--- src/rtl/spi_flash_rd_seq.sv ---
// spi_flash_rd_seq: single-bit SPI mode-0 flash READ sequencer with word streaming.
// Define SPI_FLASH_FAST_READ_EN for FAST READ (0x0B plus DUMMY_CYC dummy clocks).
module spi_flash_rd_seq #(
  parameter int DW        = 32,
  parameter int CLK_DIV   = 1,
  parameter int DUMMY_CYC = 8,
  parameter int CS_GAP    = 4
) (
  input  logic          spi_flash_aclk,
  input  logic          spi_flash_areset,
  input  logic          req_valid,
  output logic          req_ready,
  input  logic [23:0]   req_addr,
  input  logic [7:0]    req_len,
  output logic          dout_valid,
  input  logic          dout_ready,
  output logic [DW-1:0] dout_data,
  output logic          dout_last,
  output logic          spi_csn_o,
  output logic          spi_sck,
  output logic          spi_sdo_o,
  output logic          spi_sdo_en,
  input  logic          spi_sdi_i,
  output logic          busy
);
`ifdef SPI_FLASH_FAST_READ_EN
  localparam logic [7:0] OPC = 8'h0B;
  localparam bit USE_DUMMY = DUMMY_CYC > 0;
`else
  localparam logic [7:0] OPC = 8'h03;
  localparam bit USE_DUMMY = 1'b0;
`endif
  localparam int DVW = (CLK_DIV > 1) ? $clog2(CLK_DIV) : 1;
  localparam int GW  = $clog2(CS_GAP + 1);

  typedef enum logic [2:0] {
    IDLE, CMD, ADDR, DUMMY, DATA, HOLD, GAP
  } st_t;

  st_t st_q, st_d;
  logic req_ready_q, req_ready_d;
  logic busy_q, busy_d;
  logic csn_q, csn_d;
  logic sck_q, sck_d;
  logic sdo_q, sdo_d;
  logic sdo_en_q, sdo_en_d;
  logic [31:0] mo_q, mo_d;
  logic [DW-1:0] asm_q, asm_d;
  logic [DW-1:0] dd_q, dd_d;
  logic dv_q, dv_d;
  logic dl_q, dl_d;
  logic [DVW-1:0] div_q, div_d;
  logic [15:0] bcnt_q, bcnt_d;
  logic [8:0] wcnt_q, wcnt_d;
  logic [7:0] len_q, len_d;
  logic [GW-1:0] gap_q, gap_d;
  logic tick, lst, free, ld;

  assign tick = div_q == DVW'(CLK_DIV - 1);
  assign lst  = wcnt_q == {1'b0, len_q};
  assign free = !dv_q || dout_ready;

  always_comb begin
    st_d        = st_q;
    req_ready_d = req_ready_q;
    busy_d      = busy_q;
    csn_d       = csn_q;
    sck_d       = sck_q;
    sdo_d       = sdo_q;
    sdo_en_d    = sdo_en_q;
    mo_d        = mo_q;
    asm_d       = asm_q;
    dd_d        = dd_q;
    dv_d        = dv_q;
    dl_d        = dl_q;
    div_d       = div_q;
    bcnt_d      = bcnt_q;
    wcnt_d      = wcnt_q;
    len_d       = len_q;
    gap_d       = gap_q;
    ld          = 1'b0;
    if (dv_q && dout_ready) begin
      dv_d = 1'b0;
      dl_d = 1'b0;
    end
    unique case (st_q)
      IDLE: begin
        if (req_valid && req_ready_q) begin
          req_ready_d = 1'b0;
          busy_d      = 1'b1;
          mo_d        = {OPC, req_addr};
          len_d       = req_len;
          wcnt_d      = '0;
          st_d        = CMD;
        end
      end
      CMD, ADDR, DUMMY, DATA: begin
        if (st_q == CMD && csn_q) begin
          csn_d    = 1'b0;
          sdo_en_d = 1'b1;
          sdo_d    = mo_q[31];
          mo_d     = {mo_q[30:0], 1'b0};
          bcnt_d   = 16'd7;
          div_d    = '0;
          sck_d    = 1'b0;
        end else if (!tick) begin
          div_d = div_q + DVW'(1);
        end else if (!sck_q) begin
          div_d = '0;
          sck_d = 1'b1;
          if (st_q == DATA) asm_d = {asm_q[DW-2:0], spi_sdi_i};
        end else begin
          div_d  = '0;
          sck_d  = 1'b0;
          bcnt_d = bcnt_q - 16'd1;
          if (st_q == CMD || st_q == ADDR) begin
            sdo_d = mo_q[31];
            mo_d  = {mo_q[30:0], 1'b0};
          end
          if (bcnt_q == '0) begin
            if (st_q == CMD) begin
              st_d   = ADDR;
              bcnt_d = 16'd23;
            end else if (st_q == ADDR) begin
              sdo_d    = 1'b0;
              sdo_en_d = 1'b0;
              st_d     = USE_DUMMY ? DUMMY : DATA;
              bcnt_d   = USE_DUMMY ? 16'(DUMMY_CYC - 1) : 16'(DW - 1);
            end else if (st_q == DUMMY) begin
              st_d   = DATA;
              bcnt_d = 16'(DW - 1);
            end else if (free) begin
              ld = 1'b1;
            end else begin
              st_d = HOLD;
            end
          end
        end
      end
      HOLD: begin
        div_d = '0;
        if (dout_ready) ld = 1'b1;
      end
      GAP: begin
        csn_d    = 1'b1;
        busy_d   = 1'b0;
        sck_d    = 1'b0;
        sdo_d    = 1'b0;
        sdo_en_d = 1'b0;
        if (gap_q == '0) begin
          st_d        = IDLE;
          req_ready_d = 1'b1;
        end else begin
          gap_d = gap_q - GW'(1);
        end
      end
    endcase
    // csn stays low one more cycle so it rises just after the last word appears
    if (ld) begin
      dv_d   = 1'b1;
      dd_d   = asm_q;
      dl_d   = lst;
      div_d  = '0;
      bcnt_d = 16'(DW - 1);
      if (lst) begin
        st_d  = GAP;
        gap_d = GW'(CS_GAP);
      end else begin
        st_d   = DATA;
        wcnt_d = wcnt_q + 9'd1;
      end
    end
  end

  always_ff @(posedge spi_flash_aclk) begin
    if (spi_flash_areset) begin
      st_q        <= GAP;
      req_ready_q <= 1'b0;
      busy_q      <= 1'b0;
      csn_q       <= 1'b1;
      sck_q       <= 1'b0;
      sdo_q       <= 1'b0;
      sdo_en_q    <= 1'b0;
      mo_q        <= '0;
      asm_q       <= '0;
      dd_q        <= '0;
      dv_q        <= 1'b0;
      dl_q        <= 1'b0;
      div_q       <= '0;
      bcnt_q      <= '0;
      wcnt_q      <= '0;
      len_q       <= '0;
      gap_q       <= GW'(CS_GAP - 1);
    end else begin
      st_q        <= st_d;
      req_ready_q <= req_ready_d;
      busy_q      <= busy_d;
      csn_q       <= csn_d;
      sck_q       <= sck_d;
      sdo_q       <= sdo_d;
      sdo_en_q    <= sdo_en_d;
      mo_q        <= mo_d;
      asm_q       <= asm_d;
      dd_q        <= dd_d;
      dv_q        <= dv_d;
      dl_q        <= dl_d;
      div_q       <= div_d;
      bcnt_q      <= bcnt_d;
      wcnt_q      <= wcnt_d;
      len_q       <= len_d;
      gap_q       <= gap_d;
    end
  end

  assign req_ready  = req_ready_q;
  assign busy       = busy_q;
  assign spi_csn_o  = csn_q;
  assign spi_sck    = sck_q;
  assign spi_sdo_o  = sdo_q;
  assign spi_sdo_en = sdo_en_q;
  assign dout_valid = dv_q;
  assign dout_data  = dd_q;
  assign dout_last  = dl_q;

endmodule
--- config.mk ---
export PLATFORM = sky130hd
export DESIGN_NAME = spi_flash_rd_seq
export DESIGN_NICKNAME = d
export VERILOG_FILES = /design/src/rtl/spi_flash_rd_seq.sv
export SDC_FILE = /design/constraint.sdc
export NUM_CORES = 1
export LEC_CHECK = 0
export BUFFER_PORTS_ARGS = -buffer_cell sky130_fd_sc_hd__buf_2
export CAP_MARGIN = 10
export CELL_PAD_IN_SITES_DETAIL_PLACEMENT = 1
export CELL_PAD_IN_SITES_GLOBAL_PLACEMENT = 1
export CORE_MARGIN = 1.5
export CORE_UTILIZATION = 43
export DETAILED_ROUTE_END_ITERATION = 8
export PLACE_DENSITY_LB_ADDON = 0.1
export SYNTH_ARGS = -nofsm -noshare
export SYNTH_HDL_FRONTEND = slang
export SYNTH_SLANG_ARGS = --single-unit
--- constraint.sdc ---
create_clock -name spi_flash_aclk -period 2.6 [get_ports spi_flash_aclk]
set_clock_uncertainty 0.1 [all_clocks]
set_input_delay 0.13 -clock spi_flash_aclk [delete_from_list [all_inputs] [get_ports spi_flash_aclk]]
set_output_delay 0.13 -clock spi_flash_aclk [all_outputs]
set_load 0.05 [all_outputs]
==> results by group, run 1 <==
Timing
  – Worst hold slack: -0.00125 ns
  – Achievable Freq: approximately 0.43 GHz
  – Slew Limit Fails: 0
  – Period minus WS final: ~2.3 ns
  – Setup TNS: 0 ns
  – Worst slew pin tran: approximately 0.61 ns
  – Final setup fails: 0
  – Hold Fails Final Rpt: 1
  – Rel. slew slack: 59.0%
  – Final Cycle Share: 90.0%
  – RSZ-0062 raised after global routing: no

Synthesis
  – Synth unique cells: 63
  – Synthesis Warnings: 0
  – Predominant post-synthesis flop cell: dfxtp_1
  – Syn Area/Cell: 8.29 sq um
  – Synthesized flop and latch total: between 100 and 150
  – Synth Cell Area: around 0.006 sq mm
  – Syn nets: just under 800
  – Syn Inst Count: 734
  – Post-synth EDFFs: 0
  – Sequential-to-total area share from yosys stat: ~47%
  – Ys async rst share: 0%

Detailed routing
  – Post-DR wirelength/cell: ~16 um
  – WL final: roughly 16000 um
  – Routed vias: approximately 5600
  – Initial DRT Pass Iterations: 4
  – Routed Antenna Nets: 0
  – Via density: 5.41
  – Post-route DRC: 0
  – Initial DRC count: slightly below 400

Outcome
  – Outcome: finished, violations left
  – Failing checks: negative hold slack

Floorplanning
  – Die W: about 120 um
  – Io pins: between 70 and 80
  – Starting Density: roughly 44%
  – Total core area: roughly 0.014 sq mm
  – Die H: ~120 um
  – Die area: roughly 0.015 sq mm
  – Row cnt: between 40 and 50

Global route
  – Vias in the first global route: 5716
  – Largest net degree at the start of global routing: 51
  – First-pass GRT wire length: between 20000 and 30000 um
  – Total GRT Usage: around a quarter
  – Initial antenna violation count: 0
  – Grt ovf: 0

Critical path
  – Worst Setup EP: bcnt_q[13]
  – Worst setup SP type: flop
  – CP cell instances: nor4_1 > nand4_1 > o21ai_4 > buf_12 > a211o_1 > nor2_1
  – Cells on worst reg2reg path: 6
  – Worst R2R End: bcnt_q[13]
  – Crit-path max cell delay: ~0.40 ns
  – Worst setup path startpoint: bcnt_q[5]
  – CP endpoint kind: flop
  – Crit Path Class: reg2reg
  – CP arrival: about 2.5 ns
  – Worst reg2reg path startpoint: bcnt_q[5]
  – Slowest cell on crit path: nor4_1
  – CP required: around 2.8 ns
  – Worst-path fanout max: 36
  – R2R setup slack: approximately 0.26 ns

Finish
  – Diodes inserted: 0
  – Layout net count: 880
  – Share of cells above drive strength 1: 17.3%
  – Synthesis-to-layout area growth: 25.6%

Clock network
  – Post-CTS Setup Bufs: 0
  – Max clock buf depth: 2
  – Worst-Skew Late Latency: around 0.42 ns
  – Clk sinks: about 140
  – Max H-tree Level: 4
  – Num CTS Buffers: 17
  – Clock slew at reported path FFs: roughly 0.06 ns
  – CTS tree: yes
  – Root buffer cell: clkbuf_16

Pwr
  – Max VDD drop: between 0.0004 and 0.0005 V
  – Total Power: roughly 5.8 mW
  – Cell area power density: approximately 750 mW/mm^2
  – Leak: around 2.9 nW

Placed design
  – Routability cong.: between 0.8 and 0.9
  – HPWL reported at the end of detailed placement: 10600 um
  – Port Buffers: between 70 and 80

Worst hold path
  – Hold WC Path Type: in2reg
  – Hold Path Origin: req_addr[16]

Flow run
  – Number of max-cap violations: 0
## critical path, delay by kind of cell (launching register included)
kind	cells	cell delay, ns
AOI/OAI and AO/OA	2	0.68
buffers and inverters	1	0.24
DFF	1	0.34
and+or+nand+nor	3	0.84
## where the power goes
group / internal, mW / leakage (nW) / switching, mW / total [mW]
sequential: 2.26 / 1.15 / 0.0607 / 2.32
combinational: 0.388 / 1.46 / 0.633 / 1.02
clock: 1.48 / 0.286 / 0.937 / 2.42
total: 4.13 / 2.90 / 1.63 / 5.76
## stage by stage
step,setup slack [ns],cells,cell area (sq um),utilization [%],hold WS (ns)
2_1_floorplan,0.504,734,6080,-,0.166
3_3_place_gp,0.324,966,6740,48.7,0.272
3_5_place_dp,0.236,966,6740,48.7,0.284
4_1_cts,0.209,1029,7640,55.3,0.00304
5_1_grt,0.0305,1029,7640,55.3,0.0195
6_report,0.259,1029,7640,55.3,-0.00125
## cell usage in the layout (no fill, tap or decap), types with 3 or more instances in the layout
cell,instances
xor2_1,12
xnor2_1,11
nand3_1,15
buf_4,24
or2_2,3
buf_12,3
and3_1,3
a31oi_1,5
dfxtp_1,143
nand2b_1,5
inv_1,13
buf_2,75
nor2b_1,3
clkinv_2,3
a211o_1,5
dlygate4sd3_1,32
ha_1,6
a22oi_1,7
nor3_1,11
nor2_1,58
mux2i_1,23
a21oi_1,93
clkbuf_16,17
nand2_1,162
or3_1,3
a21o_1,3
nor4_1,9
nand4_1,9
clkbuf_8,3
a211oi_1,24
o21ai_0,12
## per-layer routing
layer	GRT usage, %	wire length (um)	vias to the layer above
met3	5.06	552	18
met1	28.5	7360	2709
met4	6.47	204	0
li1	-	-	2747
met2	41.4	8370	88
met5	0	0	-
## timing repair
action                                 4_1_cts  5_1_grt
hold buffers                                32        0
gates resized for setup                      0        0
endpoints found under the hold margin       32        0
## cell usage after synthesis (all sizes together) (3+ instances only)
| cell type | instances | area share, % |
|---|---|---|
| a311oi | 3 | 0.53 |
| nand3 | 15 | 1.2 |
| a211oi | 25 | 3.2 |
| or3 | 3 | 0.31 |
| a21o | 3 | 0.37 |
| xnor2 | 12 | 1.7 |
| clkbuf | 31 | 1.9 |
| mux2i | 23 | 3.8 |
| and3 | 3 | 0.31 |
| nor2b | 3 | 0.31 |
| dfxtp | 143 | 47 |
| buf | 19 | 1.6 |
| a211o | 5 | 0.72 |
| inv | 13 | 0.80 |
| nor3 | 13 | 1.2 |
| xor2 | 12 | 1.7 |
| nand4 | 9 | 0.93 |
| nor4 | 11 | 1.5 |
| a21oi | 93 | 7.6 |
| nor2 | 58 | 3.6 |
| o21ai | 13 | 1.1 |
| ha | 6 | 1.2 |
| a22oi | 7 | 0.86 |
| nand2 | 162 | 10 |
| or2 | 4 | 0.41 |
| nand2b | 5 | 0.51 |
| a31oi | 5 | 0.51 |
## area by class of cell
| class | count | area, sq um |
|---|---|---|
| fillers | 1622 | 6190 |
| multi-input cells | 527 | 2980 |
| flip-flops and latches | 143 | 2860 |
| repair buffers | 134 | 936 |
| clock buffers | 22 | 474 |
| well taps | 180 | 225 |
| clock inverters | 9 | 109 |
| inverters | 14 | 52.6 |
## state kept, by name (all words and copies together) (netlist names)
register,cells
asm_q,32
dout_data,32
mo_q,32
bcnt_q,16
wcnt_q,9
len_q,8
gap_q,3
st_q,3
busy,1
dout_last,1
dout_valid,1
req_ready,1
spi_csn_o,1
spi_sck,1
spi_sdo_en,1
spi_sdo_o,1
## how the worst min path moves through the flow
stage               slack (ns)  cells past startpoint         to
floorplan                 0.17                      2   len_q[0]
global placement          0.27                      3   len_q[4]
detailed placement        0.28                      3   len_q[4]
CTS                      0.003                      3   mo_q[16]
global route              0.02                      4  dout_last
finish                  -0.001                      3   mo_q[16]
## cell families after synthesis
group / synth area share, %
compound gates: 18.1
xor+xnor: 3.45
fa+ha+maj: 1.23
buf+inv: 4.42
flops: 47.0
mux: 3.97
simple gates: 21.8
Note: power is estimated with default switching activity, not from simulation.
==> run 2: changes to the inputs <==
--- a/config.mk
+++ b/config.mk
@@ -5,7 +5,7 @@
 export SDC_FILE = /design/constraint.sdc
 export NUM_CORES = 1
 export LEC_CHECK = 0
-export BUFFER_PORTS_ARGS = -buffer_cell sky130_fd_sc_hd__buf_2
+export BUFFER_PORTS_ARGS = -buffer_cell sky130_fd_sc_hd__buf_4
 export CAP_MARGIN = 10
 export CELL_PAD_IN_SITES_DETAIL_PLACEMENT = 1
 export CELL_PAD_IN_SITES_GLOBAL_PLACEMENT = 1
==> run 2 against run 1 <==
Net effect: the run still ends with negative hold slack left; largest cell class unchanged; first-iteration DRC count down 31%; total power about the same; global-route usage down 0.35 points; highest routed layer unchanged; count of clock-buffer cells in the layout up 2; largest power group unchanged; via count down 0.22%; cell area up 2.1%; worst hold slack worse by 0.0049 ns; critical endpoint is now mo_q[1]; register-to-register slack worse by 0.06 ns; die area unchanged; critical path depth down 1; non-clock buffer count down 3.
==> results by group, run 2 (synthesis results as in run 1) <==
Clock network
  – Max H-tree Level: 4 (unchanged)
  – Clock slew at reported path FFs: 0.06 ns (about the same)
  – Worst-Skew Late Latency: 0.42 ns (about the same)
  – CTS tree: yes (unchanged)
  – Root buffer cell: clkbuf_16 (unchanged)
  – Clk sinks: 143 (unchanged)
  – Max clock buf depth: 2 (unchanged)
  – Num CTS Buffers: 17 (unchanged)

Detailed routing
  – Post-DR wirelength/cell: 16.2 um (was 16.0 um)
  – Initial DRC count: 267 (was 387)
  – WL final: 16600 um (was 16500 um)
  – Routed Antenna Nets: 0 (unchanged)
  – Post-route DRC: 0 (unchanged)
  – Routed vias: 5550 (was 5562)
  – Initial DRT Pass Iterations: 4 (unchanged)
  – Via density: 5.41 (about the same)

Finish
  – Share of cells above drive strength 1: 17.0% (was 17.3%)
  – FF+latch area: 0.00286 sq mm (unchanged)
  – Layout net count: 877 (was 880)
  – Most common cell after layout, fill and taps aside: nand2_1 (unchanged)
  – Diodes inserted: 0 (unchanged)
  – Fillcell total: 1612 (was 1622)
  – Commonest non-fill, non-tap cells in the layout: nand2_1 (162), dfxtp_1 (143), buf_4 (96), a21oi_1 (93), nor2_1 (58) (was nand2_1 (162), dfxtp_1 (143), a21oi_1 (93), buf_2 (75), nor2_1 (58))
  – Finished layout cell area: 0.00780 sq mm (was 0.00764 sq mm)
  – Synthesis-to-layout area growth: 28.2% (was 25.6%)
  – Area of the multi-input gates: 0.00298 sq mm (unchanged)

Placed design
  – HPWL reported at the end of detailed placement: 10500 um (was 10600 um)
  – Routability cong.: 0.853 (was 0.875)
  – Port Buffers: 76 (unchanged)
  – Area after DPL: 0.00688 sq mm (was 0.00674 sq mm)

Critical path
  – Cells on worst reg2reg path: 5 (was 6)
  – CP required: 2.80 ns (was 2.79 ns)
  – R2R setup slack: 0.20 ns (was 0.26 ns)
  – Worst-path fanout max: 16 (was 36)
  – CP endpoint kind: flop (unchanged)
  – Worst reg2reg path startpoint: st_q[0] (was bcnt_q[5])
  – Crit Path Class: reg2reg (unchanged)
  – CP arrival: 2.60 ns (was 2.53 ns)
  – Worst setup SP type: flop (unchanged)
  – Worst R2R End: mo_q[1] (was bcnt_q[13])

Floorplanning
  – Starting Density: 44.0% (unchanged)
  – Die area: 0.0149 sq mm (unchanged)
  – Io pins: 77 (unchanged)
  – Total core area: 0.0138 sq mm (unchanged)
  – Die W: 122 um (unchanged)
  – Die H: 122 um (unchanged)
  – Row cnt: 43 (unchanged)

Global route
  – Largest net degree at the start of global routing: 77 (was 51)
  – Total GRT Usage: 23.0% (was 23.4%)
  – Routing usage on met3: 4.92% (was 5.06%)
  – First-pass GRT wire length: 27000 um (was 27700 um)
  – GR peak layer: met2 (unchanged)
  – Vias in the first global route: 5584 (was 5716)
  – Met2 Usage GRT: 40.1% (was 41.4%)
  – Grt ovf: 0 (unchanged)
  – Initial antenna violation count: 0 (unchanged)
  – M1 GR Usage: 27.7% (was 28.5%)

Timing
  – Rel. slew slack: 47.2% (was 59.0%)
  – Setup TNS: 0 ns (unchanged)
  – Final Cycle Share: 92.4% (was 90.0%)
  – Achievable Freq: 0.416 GHz (was 0.427 GHz)
  – Slew Limit Fails: 0 (unchanged)
  – Worst slew pin tran: 0.792 ns (was 0.610 ns)
  – RSZ-0062 raised after global routing: no (unchanged)
  – Period minus WS final: 2.40 ns (was 2.34 ns)
  – Worst hold slack: -0.00614 ns (was -0.00125 ns)
  – Hold Fails Final Rpt: 1 (unchanged)
  – Final setup fails: 0 (unchanged)

Pwr
  – Seq pwr share: 40.3% (was 40.2%)
  – Sw Share: 28.3% (about the same)
  – Leak: 2.90 nW (about the same)
  – Clock Power Share: 41.7% (was 42.0%)
  – Logic pwr share: 17.9% (was 17.7%)
  – Cell internal pwr: 4.12 mW (was 4.13 mW)
  – Cell area power density: 738 mW/mm^2 (was 754 mW/mm^2)
  – Net Sw Power: 1.63 mW (about the same)
  – Max VDD drop: 0.000506 V (was 0.000478 V)

Worst hold path
  – Hold path cells: 3 (unchanged)
  – Min-Delay Endpoint: mo_q[21] (was mo_q[16])
  – Hold WC Path Type: in2reg (unchanged)
  – Hold Path Origin: req_addr[21] (was req_addr[16])

Outcome
  – Outcome: finished, violations left (unchanged)
  – Failing checks: negative hold slack (unchanged)

Flow run
  – Number of max-cap violations: 0 (unchanged)
run 2: changes by cell type in the layout (fill, tap and decap cells not counted), sizes merged:
cell	previous run	this run
buf	102	98
bufinv	2	1
clkbuf	22	24
clkinv	6	3
clkinvlp	1	3
dlygate4sd3	32	33
run 2: power by group through the flow:
stage | registers (mW) | logic [mW] | clock network [mW]
3_5_place_dp | 2.37 | 0.981 | 0
4_1_cts | 2.32 | 1.03 | 2.44
5_1_grt | 2.33 | 1.12 | 2.54
3_3_place_gp | 2.36 | 0.947 | 0
6_report | 2.32 | 1.03 | 2.40
2_1_floorplan | 2.36 | 0.690 | 0
run 2: critical path, cell delays in order, from the launching register on:
cell and delay (ns):
dfxtp_1 0.61, or2_0 0.40, o221a_2 0.47, buf_4 0.27, nor2_1 0.07, a211oi_1 0.35
run 2: area by class of cell:
| type | instances | share of cell area, % |
|---|---|---|
| Multi-Input combinational cell | 527 | 38.2 |
| Sequential cell | 143 | 36.7 |
| Timing Repair Buffer | 131 | 14.0 |
| Clock buffer | 24 | 6.56 |
| Tap cell | 180 | 2.89 |
| Clock inverter | 7 | 0.963 |
| Inverter | 14 | 0.674 |
run 2: timing repair:
item	in CTS	in global routing
buffers inserted	0	0
hold buffers	33	0
gates resized for setup	0	0
hold endpoints to repair	33	0
run 2: worst max-delay path by stage:
stage | start | end | slack (ns) | depth (start not counted)
6_report | st_q[0] | mo_q[1] | 0.20 | 5
4_1_cts | st_q[2] | bcnt_q[14] | 0.28 | 6
3_5_place_dp | st_q[2] | bcnt_q[14] | 0.32 | 6
3_3_place_gp | st_q[0] | dout_last | 0.36 | 6
2_1_floorplan | spi_sck | wcnt_q[8] | 0.50 | 5
5_1_grt | st_q[0] | dout_data[23] | 0.13 | 6
run 2: metrics by stage:
step / setup WS (ns) / total power [mW] / hold slack (ns) / std cells / util (%)
final: 0.199 / 5.75 / -0.00614 / 1026 / 56.4
after floorplan: 0.504 / 3.05 / 0.166 / 734 / -
after detailed placement: 0.316 / 3.35 / 0.290 / 962 / 49.8
after global routing: 0.131 / 5.99 / 0.0356 / 1026 / 56.4
after global placement: 0.357 / 3.31 / 0.279 / 962 / 49.8
after CTS: 0.278 / 5.79 / 0.0000157 / 1026 / 56.4
run 2: routing by layer:
| layer | up-vias | wire (um) |
|---|---|---|
| met2 | 86 | 8390 |
| met3 | 27 | 528 |
| met4 | 0 | 317 |
| li1 | 2745 | - |
| met5 | - | 0 |
| met1 | 2692 | 7380 |
==> run 3: changes to the inputs <==
--- a/config.mk
+++ b/config.mk
@@ -5,12 +5,13 @@
 export SDC_FILE = /design/constraint.sdc
 export NUM_CORES = 1
 export LEC_CHECK = 0
+export ABC_AREA = 1
 export BUFFER_PORTS_ARGS = -buffer_cell sky130_fd_sc_hd__buf_4
 export CAP_MARGIN = 10
 export CELL_PAD_IN_SITES_DETAIL_PLACEMENT = 1
 export CELL_PAD_IN_SITES_GLOBAL_PLACEMENT = 1
 export CORE_MARGIN = 1.5
-export CORE_UTILIZATION = 43
+export CORE_UTILIZATION = 42
 export DETAILED_ROUTE_END_ITERATION = 8
 export PLACE_DENSITY_LB_ADDON = 0.1
 export SYNTH_ARGS = -nofsm -noshare
==> run 3 against run 2 <==
Net effect: the flow now finishes without violations; highest routed layer unchanged; sequential share of layout area is 0.23 points lower; cell area is 0.63% higher; critical endpoint is now mo_q[14]; largest cell class unchanged; worst hold slack better by 0.21 ns; synthesized cell count is 20% higher; combinational power grew to 2.6 times the previous value; global-route usage is 1.7 points higher.
==> results by group, run 3 <==
Synthesis
  – Post-synth EDFFs: 0 (unchanged)
  – Area leader, netlist: dfxtp_1 (unchanged)
  – Predominant post-synthesis flop cell: dfxtp_1 (unchanged)
  – Top cells by count, synth: nand2_1 (204), dfxtp_1 (143), nor2_1 (129), a21oi_1 (73), nand3_1 (62) (was nand2_1 (162), dfxtp_1 (143), a21oi_1 (93), nor2_1 (58), clkbuf_1 (31))
  – Synthesis Warnings: 0 (unchanged)
  – Syn Area/Cell: 7.15 sq um (was 8.29 sq um)
  – Sequential-to-total area share from yosys stat: 45.6% (was 47.0%)
  – Synth unique cells: 39 (was 63)
  – Syn nets: 921 (was 777)
  – Synth Cell Area: 0.00628 sq mm (was 0.00608 sq mm)
  – Share of the synthesized area in the top cell type: 45.6% (was 47.0%)
  – Syn Inst Count: 878 (was 734)
  – Synthesized flop and latch total: 143 (unchanged)
  – Ys async rst share: 0% (unchanged)
  – Top-count cell post-synth: nand2_1 (unchanged)
  – Top post-synthesis cells by area: dfxtp_1 (46%), nand2_1 (12%), nor2_1 (7.7%) (was dfxtp_1 (47%), nand2_1 (10%), a21oi_1 (7.6%))

Worst hold path
  – Hold WC Path Type: in2reg (unchanged)

Timing
  – Hold Fails Final Rpt: 0 (was 1)
  – Final setup fails: 0 (unchanged)
  – RSZ-0062 raised after global routing: no (unchanged)
  – Worst hold slack: 0.200 ns (was -0.00614 ns)
  – Worst slew pin tran: 0.779 ns (was 0.792 ns)
  – Rel. slew slack: 48.0% (was 47.2%)
  – Final Cycle Share: 91.0% (was 92.4%)
  – Slew Limit Fails: 0 (unchanged)
  – Period minus WS final: 2.36 ns (was 2.40 ns)
  – Achievable Freq: 0.423 GHz (was 0.416 GHz)
  – Setup TNS: 0 ns (unchanged)

Floorplanning
  – Die W: 125 um (was 122 um)
  – Die H: 125 um (was 122 um)
  – Total core area: 0.0146 sq mm (was 0.0138 sq mm)
  – Die area: 0.0157 sq mm (was 0.0149 sq mm)
  – Starting Density: 43.0% (was 44.0%)
  – Row cnt: 44 (was 43)
  – Io pins: 77 (unchanged)

Detailed routing
  – Routed Antenna Nets: 0 (unchanged)
  – Via density: 5.37 (was 5.41)
  – Initial DRC count: 346 (was 267)
  – Initial DRT Pass Iterations: 5 (was 4)
  – Post-route DRC: 0 (unchanged)
  – Routed vias: 6267 (was 5550)
  – WL final: 18700 um (was 16600 um)
  – Post-DR wirelength/cell: 16.0 um (was 16.2 um)

Flow run
  – Number of max-cap violations: 0 (unchanged)

Critical path
  – CP endpoint kind: flop (unchanged)
  – Worst-path fanout max: 48 (was 16)
  – CP cell instances: inv_2 > nand3_2 > nand3_2 > inv_2 > o21ai_4 > inv_2 > o21ai_0 > a31oi_1 (was or2_0 > o221a_2 > buf_4 > nor2_1 > a211oi_1)
  – Critical path's top delay family: buffers and inverters (was compound AO/OA/AOI/OAI gates)
  – Crit-path max cell delay: 0.51 ns (was 0.61 ns)
  – Most frequent CP cell: inv_2
  – Worst setup SP type: flop (unchanged)
  – Crit Path Class: reg2reg (unchanged)
  – Slowest cell on crit path: inv_2 (was dfxtp_1)
  – CP Buf/Inv Count: 3 (was 1)
  – R2R setup slack: 0.24 ns (was 0.20 ns)
  – CP required: 2.85 ns (was 2.80 ns)
  – CP arrival: 2.61 ns (was 2.60 ns)

Finish
  – Layout net count: 1015 (was 877)
  – Most common cell after layout, fill and taps aside: nand2_1 (unchanged)
  – Share of cells above drive strength 1: 14.2% (was 17.0%)
  – Diodes inserted: 0 (unchanged)
  – FF+latch area: 0.00286 sq mm (unchanged)
  – Commonest non-fill, non-tap cells in the layout: nand2_1 (204), dfxtp_1 (143), nor2_1 (129), buf_4 (86), a21oi_1 (73) (was nand2_1 (162), dfxtp_1 (143), buf_4 (96), a21oi_1 (93), nor2_1 (58))
  – Non-Filler Instances: 1167 (was 1026)
  – Fillcell total: 1812 (was 1612)
  – Area of the multi-input gates: 0.00297 sq mm (was 0.00298 sq mm)
  – Synthesis-to-layout area growth: 25.0% (was 28.2%)

Pwr
  – Cell area power density: 996 mW/mm^2 (was 738 mW/mm^2)
  – Max VDD drop: 0.000525 V (was 0.000506 V)
  – Leak: 3.44 nW (was 2.90 nW)

Clock network
  – Clock slew at reported path FFs: 0.06 ns (about the same)
  – Max clock buf depth: 2 (unchanged)
  – Clk sinks: 143 (unchanged)
  – Hold_buf cts: 34 (was 33)
  – Num CTS Buffers: 17 (unchanged)
  – Root buffer cell: clkbuf_16 (unchanged)
  – Post-CTS Setup Bufs: 0 (unchanged)
  – CTS tree: yes (unchanged)
  – Worst-Skew Late Latency: 0.43 ns (was 0.42 ns)
  – Max H-tree Level: 4 (unchanged)
  – Resized Gates After CTS: 0 (unchanged)

Placed design
  – Cell count after placement: 1103 (was 962)
  – HPWL reported at the end of detailed placement: 11800 um (was 10500 um)
  – Routability cong.: 0.881 (was 0.853)
  – Port Buffers: 76 (unchanged)

Outcome
  – Outcome: finished, final reports clean (was finished, violations left)

Global route
  – Vias in the first global route: 6610 (was 5584)
  – Initial antenna violation count: 0 (unchanged)
  – First-pass GRT wire length: 32000 um (was 27000 um)
  – Total GRT Usage: 24.8% (was 23.0%)
  – Largest net degree at the start of global routing: 61 (was 77)
  – Grt ovf: 0 (unchanged)
run 3: cell types whose count changed after synthesis, sizes merged, moves of 6 or more:
cell / before / now
a21oi: 93 / 73
xnor2: 12 / 0
a211oi: 25 / 1
o21ai: 13 / 80
nor4: 11 / 1
mux2i: 23 / 0
inv: 13 / 55
nand2: 162 / 209
a31oi: 5 / 25
a32oi: 0 / 6
nand3: 15 / 65
nor2: 58 / 135
a22oi: 7 / 1
run 3: worst min-delay path, delay by kind of cell:
family	cells	cell delay, ns
AND/OR/NAND/NOR	1	0.10
buffers and inverters	2	0.44
run 3: layout make-up:
class	instances	share of cell area, %
Tap cell	184	2.93
Sequential cell	143	36.5
Clock inverter	13	1.80
Timing Repair Buffer	121	12.8
Multi-Input combinational cell	632	37.8
Clock buffer	17	5.42
Inverter	57	2.73
run 3: worst paths after layout:
check,startpoint,endpoint,depth (start not counted)
setup / recovery,st_q[1],mo_q[14],8
hold / removal,spi_flash_areset,gap_q[0],3
setup reg to reg,st_q[1],mo_q[14],8
hold reg to reg,mo_q[24],mo_q[24],2
run 3: routing by layer:
metal | share of wire (%) | vias up | routed length [um] | GRT usage, %
met5 | 0 | - | 0 | 0
met4 | 1.7 | 0 | 315 | 8.02
met3 | 2.2 | 27 | 417 | 4.96
met2 | 51 | 95 | 9520 | 43.7
met1 | 45 | 3065 | 8460 | 30.3
li1 | - | 3080 | - | -
run 3: through the flow:
| step | util (%) | total power, mW | worst slack (ns) | area (sq um) |
|---|---|---|---|---|
| 3_5_place_dp | 47.6 | 5.40 | 0.303 | 6940 |
| 4_1_cts | 53.8 | 7.86 | 0.271 | 7850 |
| 6_report | 53.8 | 7.82 | 0.235 | 7850 |
| 2_1_floorplan | - | 4.68 | 0.586 | 6280 |
| 5_1_grt | 53.8 | 8.29 | 0.0193 | 7850 |
| 3_3_place_gp | 47.6 | 5.29 | 0.428 | 6940 |
run 3: logic make-up after synthesis:
kind of cell | synth area share (%)
AND/OR/NAND/NOR | 28.3
AO/OA/AOI/OAI | 16.7
flip-flops | 45.6
buffers and inverters | 7.13
XOR/XNOR | 1.12
adder cells (fa/ha/maj) | 1.20
run 3: where the power goes:
part	internal, mW	switching, mW
registers	2.49	0.213
clock network	1.41	0.999
logic	0.790	1.92
total	4.69	3.13
